--- config.mk ---
export PLATFORM = sky130hd
export DESIGN_NAME = div_iter_unit_flat
export DESIGN_NICKNAME = d
export VERILOG_FILES = /design/src/rtl/div_pkg.sv /design/src/rtl/div_iter_unit_if.sv /design/src/rtl/div_iter_step.sv /design/src/rtl/div_iter_unit.sv /design/src/flat_wrapper.sv
export SDC_FILE = /design/constraint.sdc
export NUM_CORES = 1
export LEC_CHECK = 0
export BUFFER_PORTS_ARGS = -buffer_cell sky130_fd_sc_hd__buf_4
export CAP_MARGIN = 5
export CORE_MARGIN = 2
export CORE_UTILIZATION = 62
export CTS_BUF_LIST = sky130_fd_sc_hd__clkbuf_2
export DETAILED_ROUTE_END_ITERATION = 6
export PLACE_DENSITY = 0.84
export SETUP_SLACK_MARGIN = 0.5
export SLEW_MARGIN = 15
export SYNTH_ARGS = -nofsm -noshare
export SYNTH_HDL_FRONTEND = slang
export SYNTH_SLANG_ARGS = --single-unit
--- constraint.sdc ---
create_clock -name clk -period 9.49 [get_ports clk]
set_input_delay 0.949 -clock clk [delete_from_list [all_inputs] [get_ports clk]]
set_output_delay 0.949 -clock clk [all_outputs]
set_load 0.005 [all_outputs]
--- src/rtl/div_pkg.sv ---
// div_pkg: state encoding and constants shared by the iterative divider.
package div_pkg;
    localparam logic [1:0] S_IDLE = 2'd0;
    localparam logic [1:0] S_CALC = 2'd1;
    localparam logic [1:0] S_FIX  = 2'd2;
    localparam logic [1:0] S_DONE = 2'd3;
    localparam int DIV_LATENCY = 34;
    localparam logic [31:0] DIV_BY_ZERO_Q = 32'hFFFF_FFFF;
    typedef enum logic [1:0] {
        IDLE = S_IDLE,
        CALC = S_CALC,
        FIX  = S_FIX,
        DONE = S_DONE
    } state_t;
endpackage

--- src/rtl/div_iter_unit_if.sv ---
// div_iter_unit_if: EXE-stage multi-cycle ALU request/response interface.
interface div_iter_unit_if #(parameter int WIDTH = 32);
    logic             flush;
    logic             in_valid;
    logic             in_ready;
    logic             in_signed;
    logic [WIDTH-1:0] in_dividend;
    logic [WIDTH-1:0] in_divisor;
    logic             out_valid;
    logic             out_ready;
    logic [WIDTH-1:0] out_quotient;
    logic [WIDTH-1:0] out_remainder;
    logic             busy;
    modport master (
        output flush, in_valid, in_signed, in_dividend, in_divisor, out_ready,
        input  in_ready, out_valid, out_quotient, out_remainder, busy
    );
    modport slave (
        input  flush, in_valid, in_signed, in_dividend, in_divisor, out_ready,
        output in_ready, out_valid, out_quotient, out_remainder, busy
    );
endinterface

--- src/rtl/div_iter_step.sv ---
// div_iter_step: one restoring-division step (shift in a bit, compare, conditional subtract).
module div_iter_step #(parameter int WIDTH = 32) (
    input  logic [WIDTH-1:0] rem,
    input  logic             din,
    input  logic [WIDTH-1:0] divisor,
    output logic [WIDTH-1:0] rem_next,
    output logic             q_bit
);
    logic [WIDTH:0]   sh;
    logic [WIDTH-1:0] diff;
    logic             borrow;
    assign sh = {rem, din};
    // rem < divisor keeps |sh - divisor| below 2^WIDTH, so bit WIDTH is the borrow
    assign {borrow, diff} = sh - {1'b0, divisor};
    assign q_bit = ~borrow;
    assign rem_next = q_bit ? diff : sh[WIDTH-1:0];
endmodule

--- src/rtl/div_iter_unit.sv ---
// div_iter_unit: iterative radix-2 restoring divider for DIV.W/MOD.W/DIV.WU/MOD.WU.
// Optional DIV_FAST_PATH_EN: finish in one cycle when |dividend| < |divisor|.
module div_iter_unit
    import div_pkg::*;
#(
    parameter int WIDTH = 32,
    parameter int CNT_W = 5
) (
    input logic          clk,
    input logic          resetn,
    div_iter_unit_if.slave bus
);
    state_t           state, state_nxt;
    logic [CNT_W-1:0] cnt;
    logic [WIDTH-1:0] a, b, r, raw, r_nxt, q_out, r_out, a_mag, b_mag;
    logic             qs, rs, q_bit, accept, fast, sa, sb;

    assign sa = bus.in_signed & bus.in_dividend[WIDTH-1];
    assign sb = bus.in_signed & bus.in_divisor[WIDTH-1];
    assign a_mag = sa ? -bus.in_dividend : bus.in_dividend;
    assign b_mag = sb ? -bus.in_divisor : bus.in_divisor;
    assign accept = bus.in_valid & (state == IDLE) & ~bus.flush;
`ifdef DIV_FAST_PATH_EN
    assign fast = (b_mag != '0) && (a_mag < b_mag);
`else
    assign fast = 1'b0;
`endif

    // a holds the dividend magnitude and fills with quotient bits as it shifts out
    div_iter_step #(.WIDTH(WIDTH)) u_step (
        .rem      (r),
        .din      (a[WIDTH-1]),
        .divisor  (b),
        .rem_next (r_nxt),
        .q_bit    (q_bit)
    );

    always_ff @(posedge clk or negedge resetn)
        if (!resetn) state <= IDLE;
        else         state <= state_nxt;

    always_comb begin
        state_nxt = state;
        case (state)
            IDLE:    state_nxt = accept ? (fast ? DONE : CALC) : IDLE;
            CALC:    state_nxt = (cnt == '0) ? FIX : CALC;
            FIX:     state_nxt = DONE;
            DONE:    state_nxt = bus.out_ready ? IDLE : DONE;
            default: state_nxt = IDLE;
        endcase
        if (bus.flush) state_nxt = IDLE;
    end

    always_ff @(posedge clk or negedge resetn) begin
        if (!resetn) begin
            cnt   <= '0;
            a     <= '0;
            b     <= '0;
            r     <= '0;
            raw   <= '0;
            qs    <= 1'b0;
            rs    <= 1'b0;
            q_out <= '0;
            r_out <= '0;
        end else if (accept) begin
            a   <= a_mag;
            b   <= b_mag;
            r   <= '0;
            cnt <= CNT_W'(WIDTH - 1);
            qs  <= sa ^ sb;
            rs  <= sa;
            raw <= bus.in_dividend;
            if (fast) begin
                q_out <= '0;
                r_out <= bus.in_dividend;
            end
        end else if (state == CALC && !bus.flush) begin
            a <= {a[WIDTH-2:0], q_bit};
            r <= r_nxt;
            if (cnt != '0) cnt <= cnt - CNT_W'(1);
        end else if (state == FIX && !bus.flush) begin
            q_out <= (b == '0) ? WIDTH'(DIV_BY_ZERO_Q) : (qs ? -a : a);
            r_out <= (b == '0) ? raw : (rs ? -r : r);
        end
    end

    assign bus.in_ready      = (state == IDLE);
    assign bus.out_valid     = (state == DONE);
    assign bus.busy          = (state != IDLE);
    assign bus.out_quotient  = q_out;
    assign bus.out_remainder = r_out;
endmodule

--- src/flat_wrapper.sv ---
// flat-port wrapper written by rule: the top's interface ports become plain ports
module div_iter_unit_flat import div_pkg::*;
#(
    parameter int WIDTH = 32,
    parameter int CNT_W = 5
)
  (clk, resetn, bus_flush, bus_in_valid, bus_in_signed, bus_in_dividend, bus_in_divisor, bus_out_ready, bus_in_ready, bus_out_valid, bus_out_quotient, bus_out_remainder, bus_busy);
  div_iter_unit_if #(.WIDTH(WIDTH)) bus_i ();
  input logic clk;
  input logic resetn;
  input wire logic [$bits(bus_i.flush)-1:0] bus_flush;
  input wire logic [$bits(bus_i.in_valid)-1:0] bus_in_valid;
  input wire logic [$bits(bus_i.in_signed)-1:0] bus_in_signed;
  input wire logic [$bits(bus_i.in_dividend)-1:0] bus_in_dividend;
  input wire logic [$bits(bus_i.in_divisor)-1:0] bus_in_divisor;
  input wire logic [$bits(bus_i.out_ready)-1:0] bus_out_ready;
  output wire logic [$bits(bus_i.in_ready)-1:0] bus_in_ready;
  output wire logic [$bits(bus_i.out_valid)-1:0] bus_out_valid;
  output wire logic [$bits(bus_i.out_quotient)-1:0] bus_out_quotient;
  output wire logic [$bits(bus_i.out_remainder)-1:0] bus_out_remainder;
  output wire logic [$bits(bus_i.busy)-1:0] bus_busy;
  assign bus_i.flush = bus_flush;
  assign bus_i.in_valid = bus_in_valid;
  assign bus_i.in_signed = bus_in_signed;
  assign bus_i.in_dividend = bus_in_dividend;
  assign bus_i.in_divisor = bus_in_divisor;
  assign bus_i.out_ready = bus_out_ready;
  assign bus_in_ready = bus_i.in_ready;
  assign bus_out_valid = bus_i.out_valid;
  assign bus_out_quotient = bus_i.out_quotient;
  assign bus_out_remainder = bus_i.out_remainder;
  assign bus_busy = bus_i.busy;
  div_iter_unit #(.WIDTH(WIDTH), .CNT_W(CNT_W)) u_core (.clk(clk), .resetn(resetn), .bus(bus_i));
endmodule
### Yosys cells after proc, flatten, opt, wreduce, memory -nomap -nowiden

Cells that the tools add are included.

* add/subtract/negate cells: 6
* eq/ne operators: 3
* multiplexer cells: 19
* bitwise operators: 9
* reduce and logical (&&, ||, !) cells: 12

Operator list (number)
* $mux W32: 11
* $neg A32 Y32: 4
* $sub A33 B32 Y33: 1
* $logic_not A32 Y1: 1
* $mux W5: 3
* $pmux W2 S4: 1
* $mux W2: 3
* $reduce_bool A2 Y1: 3
* $logic_not A5 Y1: 1
* $reduce_bool A5 Y1: 1
* $sub A5 B1 Y5 const B: 1
* $and A1 B1 Y1: 4
* $eq A2 B2 Y1 const B: 2
* $not A1 Y1: 4
* $reduce_and A3 Y1: 1
* $eq A2 B1 Y1 const B: 1
* $logic_and A1 B1 Y1: 2
* $logic_not A2 Y1: 1
* $reduce_and A2 Y1: 1
* $logic_not A1 Y1: 1
* $mux W1: 1
* $xor A1 B1 Y1: 1

* flip-flop bits (word level): 201
* input bits: 70

### Longest topological paths before layout

* word-level depth: 6
* depth in mapped cells: 13
* gate-level depth less buffers: 12

### Hierarchy

Synthesis repeated with hierarchy kept, for this count alone.

* cells, all modules: 1578
* area, all modules: 12944.9 um2

Modules (own cells, without submodules)
* div_iter_unit: times used 1, cells an instance 1267, area each 10689.0 um2, seq. area each 5029.8 um2
* div_iter_step: times used 1, cells an instance 311, area each 2255.9 um2, seq. area each 0.0 um2

### Worst setup path after synthesis

Ideal clock, no wire load.

* kind: in2reg
* start point: input bus_in_divisor[4]
* end point: register u_core.b[30]
* setup time: 0.130 ns
* arrival time: 3.066 ns
* path slack: 6.293 ns
* stages: 8
* path buffers: 0
* cells stage by stage: or3_4 nor3b_4 nand3b_2 or4_4 or3_4 o41ai_4 xor2_1 o21ai_1

* longest elaborated chain between the ends: 2

RTL lines
* start, declared: line flat_wrapper.sv:15 `input wire logic [$bits(bus_i.in_divisor)-1:0] bus_in_divisor;`
* $neg A32 Y32: line div_iter_unit.sv:21 `assign b_mag = sb ? -bus.in_divisor : bus.in_divisor;`
* $mux W32: line div_iter_unit.sv:21
* end signal, assigned: line div_iter_unit.sv:67 `b <= b_mag;`
* end, declared: line div_iter_unit.sv:15 `logic [WIDTH-1:0] a, b, r, raw, r_nxt, q_out, r_out, a_mag, b_mag;`

No other way between the ends.
A chain may end at the register's enable or synchronous reset.

### Worst setup path in the final report

* start point: register u_core.r[0]
* end point: register u_core.r[15]

* longest elaborated chain between the ends: 4

RTL lines
* start, declared: line div_iter_unit.sv:15
* start signal, assigned: line div_iter_unit.sv:79 `r <= r_nxt;`
* $sub A33 B32 Y33: line div_iter_step.sv:14 `assign {borrow, diff} = sh - {1'b0, divisor};`
* $mux W32: line div_iter_step.sv:16 `assign rem_next = q_bit ? diff : sh[WIDTH-1:0];`
* $mux W32: line div_iter_unit.sv:77 `end else if (state == CALC && !bus.flush) begin`
* $mux W32: line div_iter_unit.sv:65 `end else if (accept) begin`

No other way between the ends. The select of a mux whose other input is x is not followed.

==> metrics.md <==
| Metric | Value |
|---|---|
| CP endpoint kind | flop |
| Hold Path Class | primary input to async pin |
| HPWL after DPL | 24000 um |
| Clk Latency, worst-skew pair | 830 ps |
| Placer congestion estimate | 0.937 |
| Net Count, Synth | 1668 |
| Area delta synth->final | 12.7% |
| Die area | 21700 um^2 |
| DRT Pass-1 Iters | 6 |
| Starting Density | 63.0% |
| Detail Route Antenna Nets | 0 |
| Clock transition at path regs | 120 ps |
| Die height | 147 um |
| Fmax | 270 MHz |
| Worst setup SP type | flop |
| Number of remaining DRC errors | 0 |
| R2r setup slk | 5790 ps |
| Leak | 6.79 nW |
| Worst path arrival time | 4330 ps |
| DR WL/cell | 16.7 um |
| Register area | 5030 um^2 |
| Via density | 5.89 |
| Via count | 11.7k |
| Synth Area per Inst | 8.15 um^2 |
| Ys Warns | 0 |
| Crit path max fanout | 26 |
| CTS Buf Count | 51 |
| Origin of the critical flop-to-flop path | u_core.r[0] |
| Async set-reset flop share out of synthesis | 100% |
| Number of synthesized flops with an enable pin | 0 |
| Main synth FF type | dfrtp_1 |
| Rel. slew slack | 24.9% |
| Port Buffers | 136 |
| CTS hold repair buffers | 0 |
| Worst setup startpoint | u_core.r[0] |
| Vias in the first global route | 10.9k |
| Status | complete, no violations |
| Share of post-route cells with drive strength above 1 | 14.9% |
| P_int | 0.00198 W |
| First-iteration detailed-routing DRC count | 995 |
| Flip-flop and latch count after synthesis | 201 |
| Synthesized area | 12700 um^2 |
| Tcrit/Tclk final | 39.0% |
| Synth unique cells | 63 |
| Setup CP Type | flop to flop |
| Seq/Total Area, Yosys | 39.6% |
| Die X | 147 um |
| Max clock buf depth | 3 |
| Core area | 20200 um^2 |
| Max_cap viols | 0 |
| Initial antenna violation count | 1 |
| Reg power frac | 35.4% |
| Setup Skew | 68.8 ps |
| Switching share of total power | 43.7% |
| Post-cts gate resize count | 0 |
| Largest net degree at the start of global routing | 121 |
| Unrepaired setup endpoints after global routing | false |
| Psw | 0.00153 W |
| Root buffer cell | clkbuf_2 |
| Fill count | 1688 |
| Drt total wl | 33200 um |
| CTS tree | done |
| Actual slew at the worst max-slew pin | 1120 ps |
| Htree depth | 2 |
| Nets | 1789 |
| # Post-CTS Setup Buffers | 0 |
| Hold WS | 230 ps |
| Total negative slack | 0 ps |
| Final-report hold violation count | 0 |
| Clock Power Share | 16.5% |
| Pwr Density | 245 nW/um^2 |
| CP required | 10120 ps |
| Peak supply drop | 0.000113 V |
| Max-slew violation count | 0 |
| Syn Inst Count | 1560 |
| CTS Sinks | 201 |
| Final number of setup-violating endpoints | 0 |
| First-pass GRT wire length | 54400 um |
| Row count | 52 |
| Combinational Power Share | 48.0% |
| Area of the multi-input gates | 7180 um^2 |
| GR Overflow Total | 0 |
| IO Pins | 137 |
| Total track usage | 30.7% |
| Tmin final | 3700 ps |
area by class of cell:
cell class / instances / share of cell area [%]
diodes: 1 / 0.0175
clock buffers: 82 / 2.87
clock inverters: 7 / 0.218
inverters: 54 / 1.42
multi-input cells: 1224 / 50.2
flip-flops and latches: 201 / 35.1
well taps: 270 / 2.36
repair buffers: 149 / 7.85
stage by stage:
stage	instances	instance area, um^2	setup slack (ps)	utilization [%]	power [W]
2_1_floorplan	1560	12700	6290	-	0.00248
3_3_place_gp	1898	13900	6010	68.8	0.00287
3_5_place_dp	1898	13900	5880	68.8	0.00292
4_1_cts	1987	14300	5800	71.0	0.00350
5_1_grt	1988	14300	5540	71.0	0.00379
6_report	1988	14300	5790	71.0	0.00351
power groups by stage:
stage               logic (W)  registers (W)  clock network [W]
floorplan             0.00131        0.00117                  0
global placement      0.00163        0.00124                  0
detailed placement    0.00166        0.00125                  0
CTS                   0.00167        0.00124           0.000588
global route          0.00188        0.00127           0.000639
finish                0.00169        0.00124           0.000580
critical path, stage by stage, from the launching register on:
cell	delay, ps
dfrtp_1	480
inv_1	130
fa_1	460
nand2b_1	180
a21o_1	190
a211oi_1	210
nand2b_1	260
o21ai_2	110
a21oi_1	330
xor2_4	360
buf_4	450
mux2i_1	230
o21ai_0	110
layout by cell type (no fill, tap or decap), drive strengths merged, types with 37 or more instances in the layout:
cell and instances:
clkbuf 83, a21oi 119, nor2 136, xor2 71, inv 54, nand2 312, ha 37, dfrtp 201
buf 148, o21ai 158, xnor2 76
cells by family (layout without fill, tap and decap cells):
kind of cell               after synthesis  after routing  share of synthesized area [%]
and+or+nand+nor                        602            602                           20.9
AOI/OAI and AO/OA                      406            406                           18.9
DFF                                    201            201                           39.6
xor gates and xnor gates               147            147                           10.2
buffers and inverters                  135            292                           4.16
adders and majority gates               38             38                           3.80
muxes                                   31             31                           2.44
other                                    0              1                              0
state kept, by name, indices dropped and copies added, names as in the netlist:
signal                    count
u_core.r                     32
u_core.cnt                    5
u_core.bus.out_quotient      32
u_core.rs                     1
u_core.a                     32
u_core.bus.out_remainder     32
u_core.raw                   32
u_core.state                  2
u_core.qs                     1
u_core.b                     32
cells in the mapped netlist (all sizes together), types with 15 or more instances:
master	count	area, um^2
o21ai	158	795
nand2b	15	93.8
dfrtp	201	5030
nand2	312	1170
nor3	22	110
nand3	26	130
a21o	16	120
o41ai	15	176
a31oi	34	213
nor4	18	119
nor2	136	510
ha	37	463
clkbuf	71	267
xnor2	76	666
inv	54	203
mux2i	31	310
a21oi	119	596
xor2	71	629
or3	19	134
o31ai	19	143
path summary, 6_finish.rpt:
| check | end | cells after the start |
|---|---|---|
| min | u_core.raw[13] | 1 |
| min in group clk | u_core.state[0] | 2 |
| max | u_core.r[15] | 12 |
| max in group asynchronous | u_core.r[17] | 2 |
| min reg2reg | u_core.bus.out_quotient[0] | 2 |
| max reg2reg | u_core.r[15] | 12 |
layer usage:
layer | track usage [%] | vias to the layer above | wire length, um
met5 | 0 | - | 0
met3 | 5.34 | 70 | 2360
li1 | - | 5668 | -
met2 | 48.7 | 443 | 15300
met4 | 9.71 | 0 | 811
met1 | 43.3 | 5522 | 14700
No activity file was read; power rests on OpenSTA's default activity.
